File: src/rtl/vip_dscale_ctrl_if.sv
// Control/status and video-timing bundle between the CPU/video side (master) and vip_dscale_ctrl (slave).
interface vip_dscale_ctrl_if;
  logic        cfg_en;
  logic        cfg_valid;
  logic [3:0]  cfg_dscale;
  logic        err_clr;
  logic        in_href;
  logic        in_vsync;
  logic [3:0]  dscale;
  logic        cfg_pending;
  logic        busy;
  logic        frame_done;
  logic [11:0] in_width;
  logic [11:0] in_height;
  logic [11:0] out_width;
  logic [11:0] out_height;
  logic [15:0] frame_cnt;
  logic        size_err;

  modport master (
    output cfg_en, cfg_valid, cfg_dscale, err_clr, in_href, in_vsync,
    input  dscale, cfg_pending, busy, frame_done, in_width, in_height,
           out_width, out_height, frame_cnt, size_err
  );

  modport slave (
    input  cfg_en, cfg_valid, cfg_dscale, err_clr, in_href, in_vsync,
    output dscale, cfg_pending, busy, frame_done, in_width, in_height,
           out_width, out_height, frame_cnt, size_err
  );
endinterface

File: src/rtl/vip_dscale_ctrl.sv
// Frame-synchronous down-scale factor control with input/output geometry measurement.
// Optional geometry check against WIDTH/HEIGHT when DSCALE_CTRL_SIZE_CHECK_EN is defined.
module vip_dscale_ctrl #(
  parameter int unsigned WIDTH  = 1280,
  parameter int unsigned HEIGHT = 960
) (
  input logic             pclk,
  input logic             rst_n,
  vip_dscale_ctrl_if.slave bus
);
  localparam logic [11:0] CNT_MAX = 12'hFFF;
  localparam logic [11:0] EXP_W   = 12'(WIDTH);
  localparam logic [11:0] EXP_H   = 12'(HEIGHT);

  typedef enum logic [1:0] {IDLE, WAIT_SOF, ACTIVE} state_t;

  state_t      state;
  logic        prev_href, prev_vsync;
  logic        sof, eof, ls, le, start;
  logic [3:0]  pend_q, dscale_q, ph, lph;
  logic        pending_q, busy_q, done_q;
  logic [11:0] pix_cnt, out_w, line_cnt, out_h, in_w_sh, out_w_sh;
  logic [11:0] in_w_nxt, out_w_nxt, line_nxt, out_h_nxt;
  logic [11:0] in_w_q, in_h_q, out_w_q, out_h_q;
  logic [15:0] frame_cnt_q;

  assign sof   = prev_vsync & ~bus.in_vsync;
  assign eof   = ~prev_vsync & bus.in_vsync;
  assign ls    = ~prev_href & bus.in_href;
  assign le    = prev_href & ~bus.in_href;
  assign start = (state == WAIT_SOF) && bus.cfg_en && sof;

  function automatic logic [11:0] sat_inc(input logic [11:0] v);
    return (v == CNT_MAX) ? v : v + 12'd1;
  endfunction

  function automatic logic [3:0] ph_adv(input logic [3:0] p, input logic [3:0] lim);
    return (p == lim) ? 4'd0 : p + 4'd1;
  endfunction

  // Post-line-end view, so an eof landing on the same cycle as le still counts that line
  always_comb begin
    in_w_nxt  = in_w_sh;
    out_w_nxt = out_w_sh;
    line_nxt  = line_cnt;
    out_h_nxt = out_h;
    if (le) begin
      in_w_nxt  = pix_cnt;
      out_w_nxt = out_w;
      line_nxt  = sat_inc(line_cnt);
      if (lph == 4'd0) out_h_nxt = sat_inc(out_h);
    end
  end

  always_ff @(posedge pclk or negedge rst_n) begin
    if (!rst_n) begin
      prev_href  <= 1'b0;
      prev_vsync <= 1'b0;
    end else begin
      prev_href  <= bus.in_href;
      prev_vsync <= bus.in_vsync;
    end
  end

  always_ff @(posedge pclk or negedge rst_n) begin
    if (!rst_n) begin
      pix_cnt  <= '0;
      out_w    <= '0;
      ph       <= '0;
      line_cnt <= '0;
      out_h    <= '0;
      lph      <= '0;
      in_w_sh  <= '0;
      out_w_sh <= '0;
    end else if (start) begin
      pix_cnt  <= '0;
      out_w    <= '0;
      ph       <= '0;
      line_cnt <= '0;
      out_h    <= '0;
      lph      <= '0;
      in_w_sh  <= '0;
      out_w_sh <= '0;
    end else if (state == ACTIVE) begin
      // the ls cycle is itself the first pixel, at phase 0
      if (ls) begin
        pix_cnt <= 12'd1;
        out_w   <= 12'd1;
        ph      <= ph_adv(4'd0, dscale_q);
      end else if (bus.in_href) begin
        pix_cnt <= sat_inc(pix_cnt);
        if (ph == 4'd0) out_w <= sat_inc(out_w);
        ph <= ph_adv(ph, dscale_q);
      end
      if (le) begin
        line_cnt <= line_nxt;
        out_h    <= out_h_nxt;
        lph      <= ph_adv(lph, dscale_q);
        in_w_sh  <= in_w_nxt;
        out_w_sh <= out_w_nxt;
      end
    end
  end

  always_ff @(posedge pclk or negedge rst_n) begin
    if (!rst_n) begin
      state       <= IDLE;
      pend_q      <= '0;
      pending_q   <= 1'b0;
      dscale_q    <= '0;
      busy_q      <= 1'b0;
      done_q      <= 1'b0;
      in_w_q      <= '0;
      in_h_q      <= '0;
      out_w_q     <= '0;
      out_h_q     <= '0;
      frame_cnt_q <= '0;
    end else begin
      done_q <= 1'b0;
      if (bus.cfg_valid) pend_q <= bus.cfg_dscale;
      // a request arriving on the applying sof stays pending for the next frame
      if (bus.cfg_valid)  pending_q <= 1'b1;
      else if (start)     pending_q <= 1'b0;
      case (state)
        IDLE: begin
          dscale_q <= '0;
          busy_q   <= 1'b0;
          if (bus.cfg_en) state <= WAIT_SOF;
        end
        WAIT_SOF: begin
          if (!bus.cfg_en) begin
            state    <= IDLE;
            dscale_q <= '0;
          end else if (sof) begin
            state    <= ACTIVE;
            dscale_q <= pend_q;
            busy_q   <= 1'b1;
          end
        end
        ACTIVE: begin
          if (eof) begin
            in_w_q      <= in_w_nxt;
            in_h_q      <= line_nxt;
            out_w_q     <= out_w_nxt;
            out_h_q     <= out_h_nxt;
            done_q      <= 1'b1;
            frame_cnt_q <= frame_cnt_q + 16'd1;
            busy_q      <= 1'b0;
            if (bus.cfg_en) begin
              state <= WAIT_SOF;
            end else begin
              state    <= IDLE;
              dscale_q <= '0;
            end
          end
        end
        default: state <= IDLE;
      endcase
    end
  end

`ifdef DSCALE_CTRL_SIZE_CHECK_EN
  logic size_err_q;
  always_ff @(posedge pclk or negedge rst_n) begin
    if (!rst_n)
      size_err_q <= 1'b0;
    else if (bus.err_clr)
      size_err_q <= 1'b0;
    else if ((state == ACTIVE) && eof && ((in_w_nxt != EXP_W) || (line_nxt != EXP_H)))
      size_err_q <= 1'b1;
  end
  assign bus.size_err = size_err_q;
`else
  logic unused_cfg;
  assign unused_cfg   = ^{EXP_W, EXP_H, bus.err_clr};
  assign bus.size_err = 1'b0;
`endif

  assign bus.dscale      = dscale_q;
  assign bus.cfg_pending = pending_q;
  assign bus.busy        = busy_q;
  assign bus.frame_done  = done_q;
  assign bus.in_width    = in_w_q;
  assign bus.in_height   = in_h_q;
  assign bus.out_width   = out_w_q;
  assign bus.out_height  = out_h_q;
  assign bus.frame_cnt   = frame_cnt_q;
endmodule

File: src/flat_wrapper.sv
// flat-port wrapper written by rule: the top's interface ports become plain ports
module vip_dscale_ctrl_flat 
#(
  parameter int unsigned WIDTH  = 1280,
  parameter int unsigned HEIGHT = 960
)
  (pclk, rst_n, bus_cfg_en, bus_cfg_valid, bus_cfg_dscale, bus_err_clr, bus_in_href, bus_in_vsync, bus_dscale, bus_cfg_pending, bus_busy, bus_frame_done, bus_in_width, bus_in_height, bus_out_width, bus_out_height, bus_frame_cnt, bus_size_err);
  vip_dscale_ctrl_if bus_i ();
  input logic pclk;
  input logic rst_n;
  input wire logic [$bits(bus_i.cfg_en)-1:0] bus_cfg_en;
  input wire logic [$bits(bus_i.cfg_valid)-1:0] bus_cfg_valid;
  input wire logic [$bits(bus_i.cfg_dscale)-1:0] bus_cfg_dscale;
  input wire logic [$bits(bus_i.err_clr)-1:0] bus_err_clr;
  input wire logic [$bits(bus_i.in_href)-1:0] bus_in_href;
  input wire logic [$bits(bus_i.in_vsync)-1:0] bus_in_vsync;
  output wire logic [$bits(bus_i.dscale)-1:0] bus_dscale;
  output wire logic [$bits(bus_i.cfg_pending)-1:0] bus_cfg_pending;
  output wire logic [$bits(bus_i.busy)-1:0] bus_busy;
  output wire logic [$bits(bus_i.frame_done)-1:0] bus_frame_done;
  output wire logic [$bits(bus_i.in_width)-1:0] bus_in_width;
  output wire logic [$bits(bus_i.in_height)-1:0] bus_in_height;
  output wire logic [$bits(bus_i.out_width)-1:0] bus_out_width;
  output wire logic [$bits(bus_i.out_height)-1:0] bus_out_height;
  output wire logic [$bits(bus_i.frame_cnt)-1:0] bus_frame_cnt;
  output wire logic [$bits(bus_i.size_err)-1:0] bus_size_err;
  assign bus_i.cfg_en = bus_cfg_en;
  assign bus_i.cfg_valid = bus_cfg_valid;
  assign bus_i.cfg_dscale = bus_cfg_dscale;
  assign bus_i.err_clr = bus_err_clr;
  assign bus_i.in_href = bus_in_href;
  assign bus_i.in_vsync = bus_in_vsync;
  assign bus_dscale = bus_i.dscale;
  assign bus_cfg_pending = bus_i.cfg_pending;
  assign bus_busy = bus_i.busy;
  assign bus_frame_done = bus_i.frame_done;
  assign bus_in_width = bus_i.in_width;
  assign bus_in_height = bus_i.in_height;
  assign bus_out_width = bus_i.out_width;
  assign bus_out_height = bus_i.out_height;
  assign bus_frame_cnt = bus_i.frame_cnt;
  assign bus_size_err = bus_i.size_err;
  vip_dscale_ctrl #(.WIDTH(WIDTH), .HEIGHT(HEIGHT)) u_core (.pclk(pclk), .rst_n(rst_n), .bus(bus_i));
endmodule
File: config.mk
export PLATFORM = sky130hd
export DESIGN_NAME = vip_dscale_ctrl_flat
export DESIGN_NICKNAME = d
export VERILOG_FILES = /design/src/rtl/vip_dscale_ctrl_if.sv /design/src/rtl/vip_dscale_ctrl.sv /design/src/flat_wrapper.sv
export SDC_FILE = /design/constraint.sdc
export NUM_CORES = 1
export LEC_CHECK = 0
export BUFFER_PORTS_ARGS = -buffer_cell sky130_fd_sc_hd__buf_2
export CORE_UTILIZATION = 55
export DETAILED_ROUTE_END_ITERATION = 16
export PLACE_DENSITY = 0.74
export RECOVER_POWER = 50
export SYNTH_ARGS = -nofsm -noshare
export SYNTH_HDL_FRONTEND = slang
export SYNTH_SLANG_ARGS = --single-unit
File: constraint.sdc
create_clock -name pclk -period 2.99 [get_ports pclk]
set_clock_uncertainty 0.2 [all_clocks]
set_input_delay 0.1495 -clock pclk [delete_from_list [all_inputs] [get_ports pclk]]
set_output_delay 0.1495 -clock pclk [all_outputs]
set_load 0.02 [all_outputs]
* Word level (Yosys, flattened, before mapping)
Index checks and enable logic that the tools add are counted.
Cells by class: multipliers 0, multiplexer cells 59, add/sub/neg operators 7, divide/modulo/power cells 0, shift-type cells 0, $lt $le $gt $ge 0, bitwise gates (word level) 8, reductions and logical operators 20, equal/unequal tests 16
Operators by type and width (count):
- 12-bit two-way mux | 30
- 4-bit two-way mux | 13
- 12-bit by 1-bit adder with 12-bit output, second input constant | 4
- 12-bit == test, second input constant | 4
- 16-bit by 1-bit adder with 16-bit output, second input constant | 1
- 4-bit zero test | 3
- 4-bit one-hot mux with 3 select lines | 1
- 4-bit AND reduction | 3
- 1-bit two-way mux | 9
- 3-bit nonzero test | 3
- 4-bit by 1-bit adder with 4-bit output, second input constant | 2
- 4-bit == test | 2
- 2-bit two-way mux | 4
- 2-bit != test, second input constant | 3
- 3-bit by 1-bit != test with 1-bit output, second input constant | 2
- 2-bit one-hot mux with 3 select lines | 1
- 2-bit AND reduction | 3
- 3-bit AND reduction | 2
- 2-bit nonzero test | 3
- 1-bit AND | 4
- 2-bit by 1-bit != test with 1-bit output, second input constant | 2
- 1-bit NOT | 4
- 3-bit by 2-bit != test with 1-bit output, second input constant | 1
- 1-bit one-hot mux with 3 select lines | 1
- 4 further kinds | 5
Storage, ports and cells: word-level logic and storage cells 131, input port bits 11, latch bits 0, bits in registers 159, bits in read-only memories 0, bits in writable memories 0, memories 0, output and inout port bits 72

* Depth between registers and ports, before layout
Gate-level depths: netlist of the first run.
word-level depth 7, mapped depth 8

* Least setup slack after synthesis of the first run
OpenSTA, ideal clock, no wires.
path type reg-to-reg, start register u_core.lph[0], end register u_core.out_h[8], required time 2.669 ns, setup slack 0.622 ns, stages on the path, launching flop included 8, arrival time 2.047 ns, period minus slack after synthesis 2.368 ns, buffers on the path 0, setup time 0.121 ns, path through dfrtp_1 -> inv_1 -> ha_1 -> or3b_4 -> or4_4 -> nor3_4 -> o21ai_0 -> a22o_1
On the way: word-level cells in the longest chain between the ends 6
RTL lines:
- from (decl) | RTL line vip_dscale_ctrl.sv:20 | logic [3:0] pend_q, dscale_q, ph, lph;
- from (signal assigned) | RTL line vip_dscale_ctrl.sv:98 | lph <= ph_adv(lph, dscale_q);
- 4-bit zero test | RTL line vip_dscale_ctrl.sv:51 | if (lph == 4'd0) out_h_nxt = sat_inc(out_h);
- 12-bit two-way mux | RTL line vip_dscale_ctrl.sv:51
- 12-bit two-way mux | RTL line vip_dscale_ctrl.sv:47 | if (le) begin
- 12-bit two-way mux | RTL line vip_dscale_ctrl.sv:95 | if (le) begin
- 12-bit two-way mux | RTL line vip_dscale_ctrl.sv:84 | end else if (state == ACTIVE) begin
- 12-bit two-way mux | RTL line vip_dscale_ctrl.sv:75 | end else if (start) begin
- to (signal assigned) | RTL line vip_dscale_ctrl.sv:97 | out_h <= out_h_nxt;
- to (decl) | RTL line vip_dscale_ctrl.sv:22 | logic [11:0] pix_cnt, out_w, line_cnt, out_h, in_w_sh, out_w_sh;
Every way passes these cells. The select of a mux whose other input is x is not followed. A chain may end at the register's enable or synchronous reset.

* Worst setup path after layout of the first run
start register u_core.state[1], end register u_core.frame_cnt_q[13] (netlist: u_core.bus.frame_cnt[13])
On the way: word-level cells in the longest chain between the ends 2
RTL lines:
- from (decl) | RTL line vip_dscale_ctrl.sv:17 | state_t state;
- from (signal assigned) | RTL line vip_dscale_ctrl.sv:107 | state <= IDLE;
- from (signal assigned) | RTL line vip_dscale_ctrl.sv:128 | if (bus.cfg_en) state <= WAIT_SOF;
- from (signal assigned) | RTL line vip_dscale_ctrl.sv:132 | state <= IDLE;
- 2-bit == test | RTL line vip_dscale_ctrl.sv:124 | case (state)
- 2-bit AND reduction (no source line)
- to (signal assigned) | RTL line vip_dscale_ctrl.sv:147 | frame_cnt_q <= frame_cnt_q + 16'd1;
- to (decl) | RTL line vip_dscale_ctrl.sv:25 | logic [15:0] frame_cnt_q;
Every way passes these cells.

==> results of run 1 <==
-- layout make-up --
cell class                      count  area [µm²]
Multi-Input combinational cell    625        3540
Clock buffer                       18         439
Clock inverter                     14         155
Fill cell                        1147        4790
Sequential cell                   159        3980
Timing Repair Buffer              114         622
Tap cell                          180         225
Inverter                           19        71.3
-- where the power goes --
part	total, W	switching [W]	internal [W]
Sequential	0.00255	0.000197	0.00235
Clock	0.00216	0.000899	0.00126
Combinational	0.000810	0.000517	0.000292
Total	0.00552	0.00161	0.00391
-- per-layer routing --
metal  track usage (%)  wire, µm  up-vias
met5                 0         0        -
met4              8.49       218        0
met3              4.70       953       19
met2              40.1      8150      199
met1              37.0      8460     3183
li1                  -         -     3173
-- worst max-delay path, delay by kind of cell (launching register included) --
kind	cells	cell delay, ns
xor gates and xnor gates	1	0.15
DFF	1	0.49
and+or+nand+nor	5	1.44
buffers and inverters	1	0.14
-- layout by cell type, fill, tap and decap left out, drive strengths merged, types with 23 or more instances in the layout --
| cell | count |
|---|---|
| buf | 38 |
| xnor2 | 27 |
| inv | 23 |
| nand2 | 164 |
| dfrtp | 159 |
| o21ai | 55 |
| nand3 | 33 |
| clkbuf | 81 |
| a31oi | 32 |
| nor3 | 25 |
| a21oi | 51 |
| nor2 | 64 |
-- kinds of logic (layout without fill, tap and decap cells) --
logic type | after synthesis | after routing
flops | 159 | 159
simple gates | 368 | 368
buf+inv | 69 | 165
mux | 18 | 18
compound gates | 187 | 187
xor+xnor | 42 | 42
other cells | 1 | 1
fa+ha+maj | 9 | 9
-- metrics by stage --
| stage | setup slack [ns] | util [%] | cell area (µm²) |
|---|---|---|---|
| 4_1_cts | 0.450 | 65.9 | 9120 |
| 2_1_floorplan | 0.622 | - | 7780 |
| 3_5_place_dp | 0.465 | 60.7 | 8390 |
| 5_1_grt | 0.240 | 65.3 | 9030 |
| 6_report | 0.454 | 65.3 | 9030 |
| 3_3_place_gp | 0.517 | 60.7 | 8390 |
-- path summary, 6_finish.rpt --
kind                                          startpoint                  endpoint  slack (ns)  depth (start not counted)
worst max-delay path                     u_core.state[1]  u_core.bus.frame_cnt[13]        0.45                          7
worst min register to register  u_core.bus.frame_cnt[15]  u_core.bus.frame_cnt[15]        0.27                          1
worst max register to register           u_core.state[1]  u_core.bus.frame_cnt[13]        0.45                          7
worst min-delay path            u_core.bus.frame_cnt[15]  u_core.bus.frame_cnt[15]        0.27                          1
max in group asynchronous                          rst_n         u_core.pix_cnt[9]        0.66                          3
min in group asynchronous                          rst_n        u_core.line_cnt[6]        0.54                          2
-- what timing repair did --
item                                   4_1_cts  5_1_grt
hold buffers                                13        0
setup buffers                                0        0
endpoints found under the hold margin       77        0
==> results.yml, run 1 <==
synthesis:
  ys_seq_area_share_pct: 51.1
  yosysMostFrequentCell: "nand2_1"
  synth_top_family_by_area: "simple AND/OR/NAND/NOR gates"
  synth_edf_count: 0
  ys_warn_count: 0
  ys_seq_elements: 159
  synth_flop_cell: "dfrtp_1"
  ys_types: 64
  syn_area_um2: 7780
  synthTopCellsByCount: "nand2_1, dfrtp_1, nor2_1"
  synth_area_leaders: "dfrtp_1, nand2_1, o21ai_0"
  synth_cells: 853
  syn_area_per_cell_um2: 9.13
  synth_compound_area_share_pct: 14.5
  synth.net_count: 873
  synthMuxAreaShare_pct: 2.41
  synth-xor-area-share_pct: 4.73
  yosysTopAreaCellShare_pct: 51.1
  synthAdderAreaFrac_pct: 1.45
  synthArstFlopShare_pct: 100
  synth_top_area_cell: "dfrtp_1"
  yosys.area_share.simple_pct: 22.3
global_routing:
  grt_max_degree: 72
  grt_pass1_wl_um: 29900
  grt_pass1_vias: 6000
  grt_usage_pct: 26.0
  antenna_found_initial: 0
  grt-ovfl-total: 0
floorplan:
  die_h_um: 121
  ioPinCount: 83
  initial_utilization_pct: 56.3
  core_area_um2: 13800
  row_count: 43
  die-area_um2: 14600
  die_w_um: 121
critical_path:
  start_kind: "flop"
  critical_path_class: "flop to flop"
  cp_common_cell: "nand3_1"
  crit_chain: "nor2b_1 -> nand3_1 -> clkinv_1 -> nand3_1 -> nor4_1 -> nand3_1 -> xnor2_1"
  worstPathArrival_ns: 2.65
  cp_slowest_cell: "nor4_1"
  crit_path_max_fanout: 11
  cp_slowest_stage_delay_ns: 0.56
  critPathCaptureType: "flop"
  worstPathRequired_ns: 3.11
power:
  finalPower_w: 0.00552
  powerDensity_nw_per_um2: 611
  irDropWorstVdd_mv: 0.372
  p_leak_nw: 3.83
routing:
  dr.pass1.iters: 6
  via_per_inst: 5.82
  avgRoutedWirePerCell_um: 15.7
  antenna_left: 0
  drc: 0
  wirelength_um: 17800
  drt_iter0_drc: 506
  vias: 6574
timing:
  relSlewSlack_pct: -20.7
  setup_viol: 0
  drv_slew: 71
  period_minus_slack_ns: 2.54
  hold_viol_final: 0
  finalCritPeriodShare_pct: 84.8
  tns_ns: 0
  whs_ns: 0.272
  grt_setup_unrepaired: "no"
  fmax_mhz: 394
  worst_slew_pin_slew_ns: 1.81
cells_and_area:
  layout-drive-gt1-share_pct: 9.59
  antenna_cells: 0
  finalNonFillerCells: 1129
  largest_reg_flops: 16
  area_delta_synth_final_pct: 16.0
  nets: 956
worst_hold_path:
  hold_class: "flop to flop"
clocking:
  cts.sinks: 159
  cts_max_level: 4
  cts_tree: "yes"
  clkSlewWorstSetupHoldPaths_ns: 0.07
  cts_max_path_buffers: 2
  clock_latency_ns: 0.43
  cts_resized: 0
  cts-buffers-inserted: 17
  root_buffer: "clkbuf_16"
job:
  maxCapViolations: 1
placement:
  place_inst: 1084
  port_buffers: 80
  gp_congestion: 0.830
  post-dp-hpwl_um: 11700
run_status:
  status: "finished with violations"
  violations: "max-capacitance violations, max-slew violations"
Note: power is estimated with default switching activity, not from simulation.
==> run 2, diff against run 1 <==
--- a/config.mk
+++ b/config.mk
@@ -5,6 +5,7 @@
 export SDC_FILE = /design/constraint.sdc
 export NUM_CORES = 1
 export LEC_CHECK = 0
+export ABC_AREA = 1
 export BUFFER_PORTS_ARGS = -buffer_cell sky130_fd_sc_hd__buf_2
 export CORE_UTILIZATION = 55
 export DETAILED_ROUTE_END_ITERATION = 16
==> constraint.sdc (replaced) <==
create_clock -name pclk -period 2.35 [get_ports pclk]
set_clock_uncertainty 0.2 [all_clocks]
set_input_delay 0.1175 -clock pclk [delete_from_list [all_inputs] [get_ports pclk]]
set_output_delay 0.1175 -clock pclk [all_outputs]
set_load 0.02 [all_outputs]
==> results.yml, run 2 <==
clocking:
  cts.sinks: 159
  cts_max_level: 4
  cts_max_path_buffers: 2
  cts_tree: "yes"
  cts-buffers-inserted: 17
  cts_resized: 0
  clkSlewWorstSetupHoldPaths_ns: 0.07
  root_buffer: "clkbuf_16"
  clock_latency_ns: 0.43
synthesis:
  ys_types: 41
  syn_area_per_cell_um2: 8.12
  synthTopCellsByCount: "nand2_1, dfrtp_1, o21ai_0"
  synth_area_leaders: "dfrtp_1, nand2_1, o21ai_0"
  synth_flop_cell: "dfrtp_1"
  yosysTopAreaCellShare_pct: 49.8
  synth_cells: 983
  syn_area_um2: 7990
  ys_seq_elements: 159
  ys_seq_area_share_pct: 49.8
  synthArstFlopShare_pct: 100
  synth.net_count: 1003
  synth_top_area_cell: "dfrtp_1"
  yosysMostFrequentCell: "nand2_1"
  synth_edf_count: 0
  ys_warn_count: 0
cells_and_area:
  layout_common_cells: "nand2_1, dfrtp_1, o21ai_0, inv_1, nand3_1"
  nets: 1107
  finalNonFillerCells: 1280
  layout-drive-gt1-share_pct: 13.1
  largest_reg_flops: 16
  area_delta_synth_final_pct: 18.1
  fillers: 1151
  layout_commonest_cell: "nand2_1"
  antenna_cells: 0
  finish.utilization_pct: 67.1
critical_path:
  reg2reg_to: "u_core.pix_cnt[0]"
  r2r_start: "u_core.pix_cnt[0]"
  ff2ff_path_depth: 11
  crit_path_max_fanout: 23
  worst-r2r-setup-slack_ns: 0.29
  critPathCaptureType: "flop"
  cp-startpoint: "bus_in_href"
  worstPathArrival_ns: 2.22
  critical_path_class: "input pin to flop"
  crit_path_end: "u_core.bus.in_height[8]"
  start_kind: "input pin"
  worstPathRequired_ns: 2.46
global_routing:
  antenna_found_initial: 0
  grt-ovfl-total: 0
  grt_pass1_vias: 6715
  grt_max_degree: 59
  grt_usage_pct: 27.5
  grt_pass1_wl_um: 32000
worst_hold_path:
  hold_depth: 2
  hold_class: "input pin to flop"
run_status:
  status: "finished, final reports clean"
floorplan:
  die_h_um: 122
  die-area_um2: 15000
  ioPinCount: 83
  die_w_um: 122
  row_count: 43
  initial_utilization_pct: 56.9
  core_area_um2: 14000
timing:
  drv_slew: 0
  tns_ns: 0
  relSlewSlack_pct: 4.20
  period_minus_slack_ns: 2.12
  setup_viol: 0
  grt_setup_unrepaired: "no"
  finalCritPeriodShare_pct: 90.0
  fmax_mhz: 473
  hold_viol_final: 0
  worst_slew_pin_slew_ns: 1.44
placement:
  port_buffers: 80
  gp_congestion: 0.862
  place_inst: 1230
  post-dp-hpwl_um: 12800
routing:
  via_per_inst: 5.45
  avgRoutedWirePerCell_um: 14.9
  antenna_left: 0
  drc: 0
  drt_iter0_drc: 494
  vias: 6971
  dr.pass1.iters: 5
  wirelength_um: 19100
power:
  p_leak_nw: 4.54
  irDropWorstVdd_mv: 0.672
  powerDensity_nw_per_um2: 1000
job:
  maxCapViolations: 0
## run 2: cell types whose count changed after synthesis, sizes merged, moves of 8 or more
cell	before	now
buf	14	22
o21ai	55	127
a31oi	32	3
nor4	15	1
nand2	164	278
xnor2	27	13
clkbuf	36	15
a21oi	51	9
nand3	33	76
and3	8	0
mux2i	12	0
inv	18	97
nor2	64	84
## run 2: layout make-up
| class | instances | area (µm²) | area share [%] |
|---|---|---|---|
| Multi-Input combinational cell | 690 | 3460 | 36.7 |
| Timing Repair Buffer | 122 | 741 | 7.86 |
| Inverter | 97 | 367 | 3.89 |
| Clock buffer | 18 | 439 | 4.66 |
| Tap cell | 180 | 225 | 2.39 |
| Sequential cell | 159 | 3980 | 42.2 |
| Clock inverter | 14 | 215 | 2.28 |
## run 2: cell families (layout without fill, tap and decap cells)
kind of cell / after synthesis / count (layout) / share of synthesized area, %
AO/OA/AOI/OAI: 155 / 155 / 10.6
XOR/XNOR: 35 / 35 / 3.84
adder cells (fa/ha/maj): 9 / 9 / 1.41
buffers and inverters: 134 / 251 / 6.93
flip-flops: 159 / 159 / 49.8
other: 1 / 1 / 0.0470
AND/OR/NAND/NOR: 490 / 490 / 27.3
## run 2: worst min path at each step
stage                      start                 endpoint  slack [ns]
floorplan                  rst_n          u_core.bus.busy       -0.38
global placement           rst_n  u_core.bus.frame_cnt[5]       -0.14
detailed placement         rst_n  u_core.bus.frame_cnt[8]       -0.13
CTS                        rst_n  u_core.bus.frame_cnt[8]        0.04
global route        bus_in_vsync        u_core.prev_vsync        0.26
finish              bus_in_vsync        u_core.prev_vsync        0.20
## run 2: critical path, cell delays in order
cell and delay (ns):
dlygate4sd3_1 0.54, clkbuf_1 0.19, nor2_2 0.23, buf_4 0.31
nand2_1 0.12, nor2_2 0.19, nand2_1 0.14, o21ai_0 0.27
o21ai_0 0.12
## run 2: repair_timing
| action | in CTS | in global routing |
|---|---|---|
| endpoints found under the setup margin | 0 | 0 |
| hold buffers | 18 | 0 |
| setup buffers | 0 | 0 |
| endpoints found under the hold margin | 173 | 0 |
## run 2: through the flow
stage | hold slack [ns] | setup slack [ns] | power [W] | area, µm²
floorplan | -0.378 | 0.568 | 0.00562 | 7990
global placement | -0.138 | 0.353 | 0.00637 | 8670
detailed placement | -0.132 | 0.305 | 0.00646 | 8670
CTS | 0.0408 | 0.288 | 0.00954 | 9510
global route | 0.259 | 0.0548 | 0.0100 | 9430
finish | 0.205 | 0.235 | 0.00944 | 9430
## run 2: routing by layer
layer / global-route usage (%) / routed length, µm / up-vias
met5: 0 / 0 / -
met4: 11.1 / 394 / 0
met3: 5.20 / 865 / 32
met2: 45.2 / 9140 / 182
met1: 35.8 / 8710 / 3346
li1: - / - / 3411
## run 2: power by group
part	switching (W)	internal, W	total, W	leakage, nW
sequential	0.000594	0.00344	0.00403	2.09
clock	0.00112	0.00191	0.00303	0.316
combinational	0.00155	0.000831	0.00238	2.13
total	0.00326	0.00618	0.00944	4.54
==> run 3, diff against run 2 <==
--- a/config.mk
+++ b/config.mk
@@ -9,7 +9,7 @@
 export BUFFER_PORTS_ARGS = -buffer_cell sky130_fd_sc_hd__buf_2
 export CORE_UTILIZATION = 55
 export DETAILED_ROUTE_END_ITERATION = 16
-export PLACE_DENSITY = 0.74
+export PLACE_DENSITY = 0.75
 export RECOVER_POWER = 50
 export SYNTH_ARGS = -nofsm -noshare
 export SYNTH_HDL_FRONTEND = slang
==> results.yml, run 3 (synthesis gave the netlist of run 2 again) <==
critical_path:
  cp_slowest_stage_delay_ns: 0.65
  crit_chain: "inv_1 -> nand2_2 -> nor2_4 -> buf_4 -> inv_1 -> o21ai_0"
  crit_path_max_fanout: 27
  crit_family: "buffers and inverters"
  critPathCaptureType: "flop"
  start_kind: "flop"
  worstPathArrival_ns: 2.24
  worstPathRequired_ns: 2.42
  path_buf_inv: 3
  critical_path_class: "flop to flop"
  cp_common_cell: "inv_1"
  cp_slowest_cell: "inv_1"
clocking:
  cts_setup_buffers: 0
  cts-buffers-inserted: 17
  root_buffer: "clkbuf_16"
  cts_max_level: 4
  cts_tree: "yes"
  clkSlewWorstSetupHoldPaths_ns: 0.07
  cts.sinks: 159
  cts_max_path_buffers: 2
  clock_latency_ns: 0.43
routing:
  wirelength_um: 18600
  dr.pass1.iters: 6
  avgRoutedWirePerCell_um: 14.6
  drt_iter0_drc: 602
  vias: 6904
  via_per_inst: 5.40
  drc: 0
  antenna_left: 0
run_status:
  status: "finished, final reports clean"
power:
  p_switching_w: 0.00328
  p_int_w: 0.00597
  sequentialPowerShare_pct: 43.5
  clockPowerShare_pct: 31.0
  irDropWorstVdd_mv: 0.545
  p_comb_share_pct: 25.5
  p_leak_nw: 4.42
  powerDensity_nw_per_um2: 991
  finalPower_w: 0.00925
  switching_share_pct: 35.5
timing:
  relSlewSlack_pct: 7.77
  hold_viol_final: 0
  finalCritPeriodShare_pct: 92.4
  worst_slack_ns: 0.179
  setup_viol: 0
  tns_ns: 0
  drv_slew: 0
  period_minus_slack_ns: 2.17
  grt_setup_unrepaired: "no"
  worst_slew_pin_slew_ns: 1.38
  fmax_mhz: 461
global_routing:
  grt-ovfl-total: 0
  antenna_found_initial: 0
  grt_pass1_vias: 6551
  grt_max_degree: 57
  grt_usage_pct: 27.1
  grt_pass1_wl_um: 31500
cells_and_area:
  area_delta_synth_final_pct: 16.9
  fillers: 1183
  layout_commonest_cell: "nand2_1"
  largest_reg_flops: 16
  layout_common_cells: "nand2_1, dfrtp_1, o21ai_0, inv_1, nand3_1"
  nets: 1106
  seqCellArea_um2: 3980
  multi_input_area_um2: 3470
  antenna_cells: 0
  layout-drive-gt1-share_pct: 11.0
floorplan:
  initial_utilization_pct: 56.9
  die-area_um2: 15000
  die_h_um: 122
  core_area_um2: 14000
  die_w_um: 122
  ioPinCount: 83
  row_count: 43
worst_hold_path:
  hold_class: "input pin to flop"
placement:
  pre_cts_ws_ns: 0.102
  gp_congestion: 0.851
  port_buffers: 80
  post-dp-hpwl_um: 12300
job:
  maxCapViolations: 0
[run 3: cell count changes in the layout (fill, tap and decap cells not counted), moves of 2 or more]
cell,previous run,this run
clkbuf_2,4,1
buf_12,3,0
buf_2,44,22
clkinvlp_4,2,5
clkbuf_1,36,58
buf_4,18,21
bufinv_16,5,3
[run 3: repair_timing]
item                                    in CTS  in global routing
resized for setup                            0                  1
endpoints found under the setup margin       0                 28
endpoints found under the hold margin      143                  0
hold buffers                                17                  0
[run 3: metrics by stage]
step / utilization (%) / hold slack, ns / instance area, µm² / cells
final: 66.5 / 0.199 / 9330 / 1279
after global routing: 66.5 / 0.201 / 9330 / 1279
after CTS: 67.1 / 0.0341 / 9420 / 1279
after detailed placement: 61.5 / -0.0753 / 8630 / 1230
after global placement: 61.5 / -0.0771 / 8630 / 1230
after floorplan: - / -0.378 / 7990 / 983
[run 3: worst paths after layout]
kind                       slack, ns  cells past startpoint                  endpoint                startpoint
max in group asynchronous       0.39                      3    u_core.bus.in_width[0]                     rst_n
setup reg to reg                0.18                      6         u_core.in_w_sh[3]           u_core.state[0]
setup / recovery                0.18                      6         u_core.in_w_sh[3]           u_core.state[0]
hold reg to reg                 0.28                      2  u_core.bus.in_height[10]  u_core.bus.in_height[10]
min in group asynchronous       0.35                      2   u_core.bus.frame_cnt[7]                     rst_n
hold / removal                  0.20                      2         u_core.prev_vsync              bus_in_vsync
[run 3: worst register-to-register path: cells and delay by family, from the launching register on]
family	cells	cell delay, ns
buffers and inverters	3	0.91
DFF	1	0.45
and+or+nand+nor	2	0.24
AOI/OAI and AO/OA	1	0.21
[run 3: power groups by stage]
stage	registers, W	clock network (W)	logic (W)
after floorplan	0.00434	0	0.00128
after global placement	0.00402	0	0.00236
after detailed placement	0.00404	0	0.00242
after CTS	0.00400	0.00290	0.00246
after global routing	0.00412	0.00304	0.00269
final	0.00403	0.00286	0.00236
[run 3: cell type report]
class	count	area share, %
Clock buffer	19	4.85
Clock inverter	13	1.76
Inverter	97	3.93
Multi-Input combinational cell	690	37.1
Sequential cell	159	42.6
Tap cell	180	2.41
Timing Repair Buffer	121	7.28
[run 3: per-layer routing]
| layer | GRT usage [%] | vias to the layer above | routed length, µm |
|---|---|---|---|
| li1 | - | 3404 | - |
| met1 | 37.4 | 3303 | 8940 |
| met2 | 42.4 | 175 | 8580 |
| met3 | 6.23 | 22 | 895 |
| met4 | 8.46 | 0 | 204 |
| met5 | 0 | - | 0 |
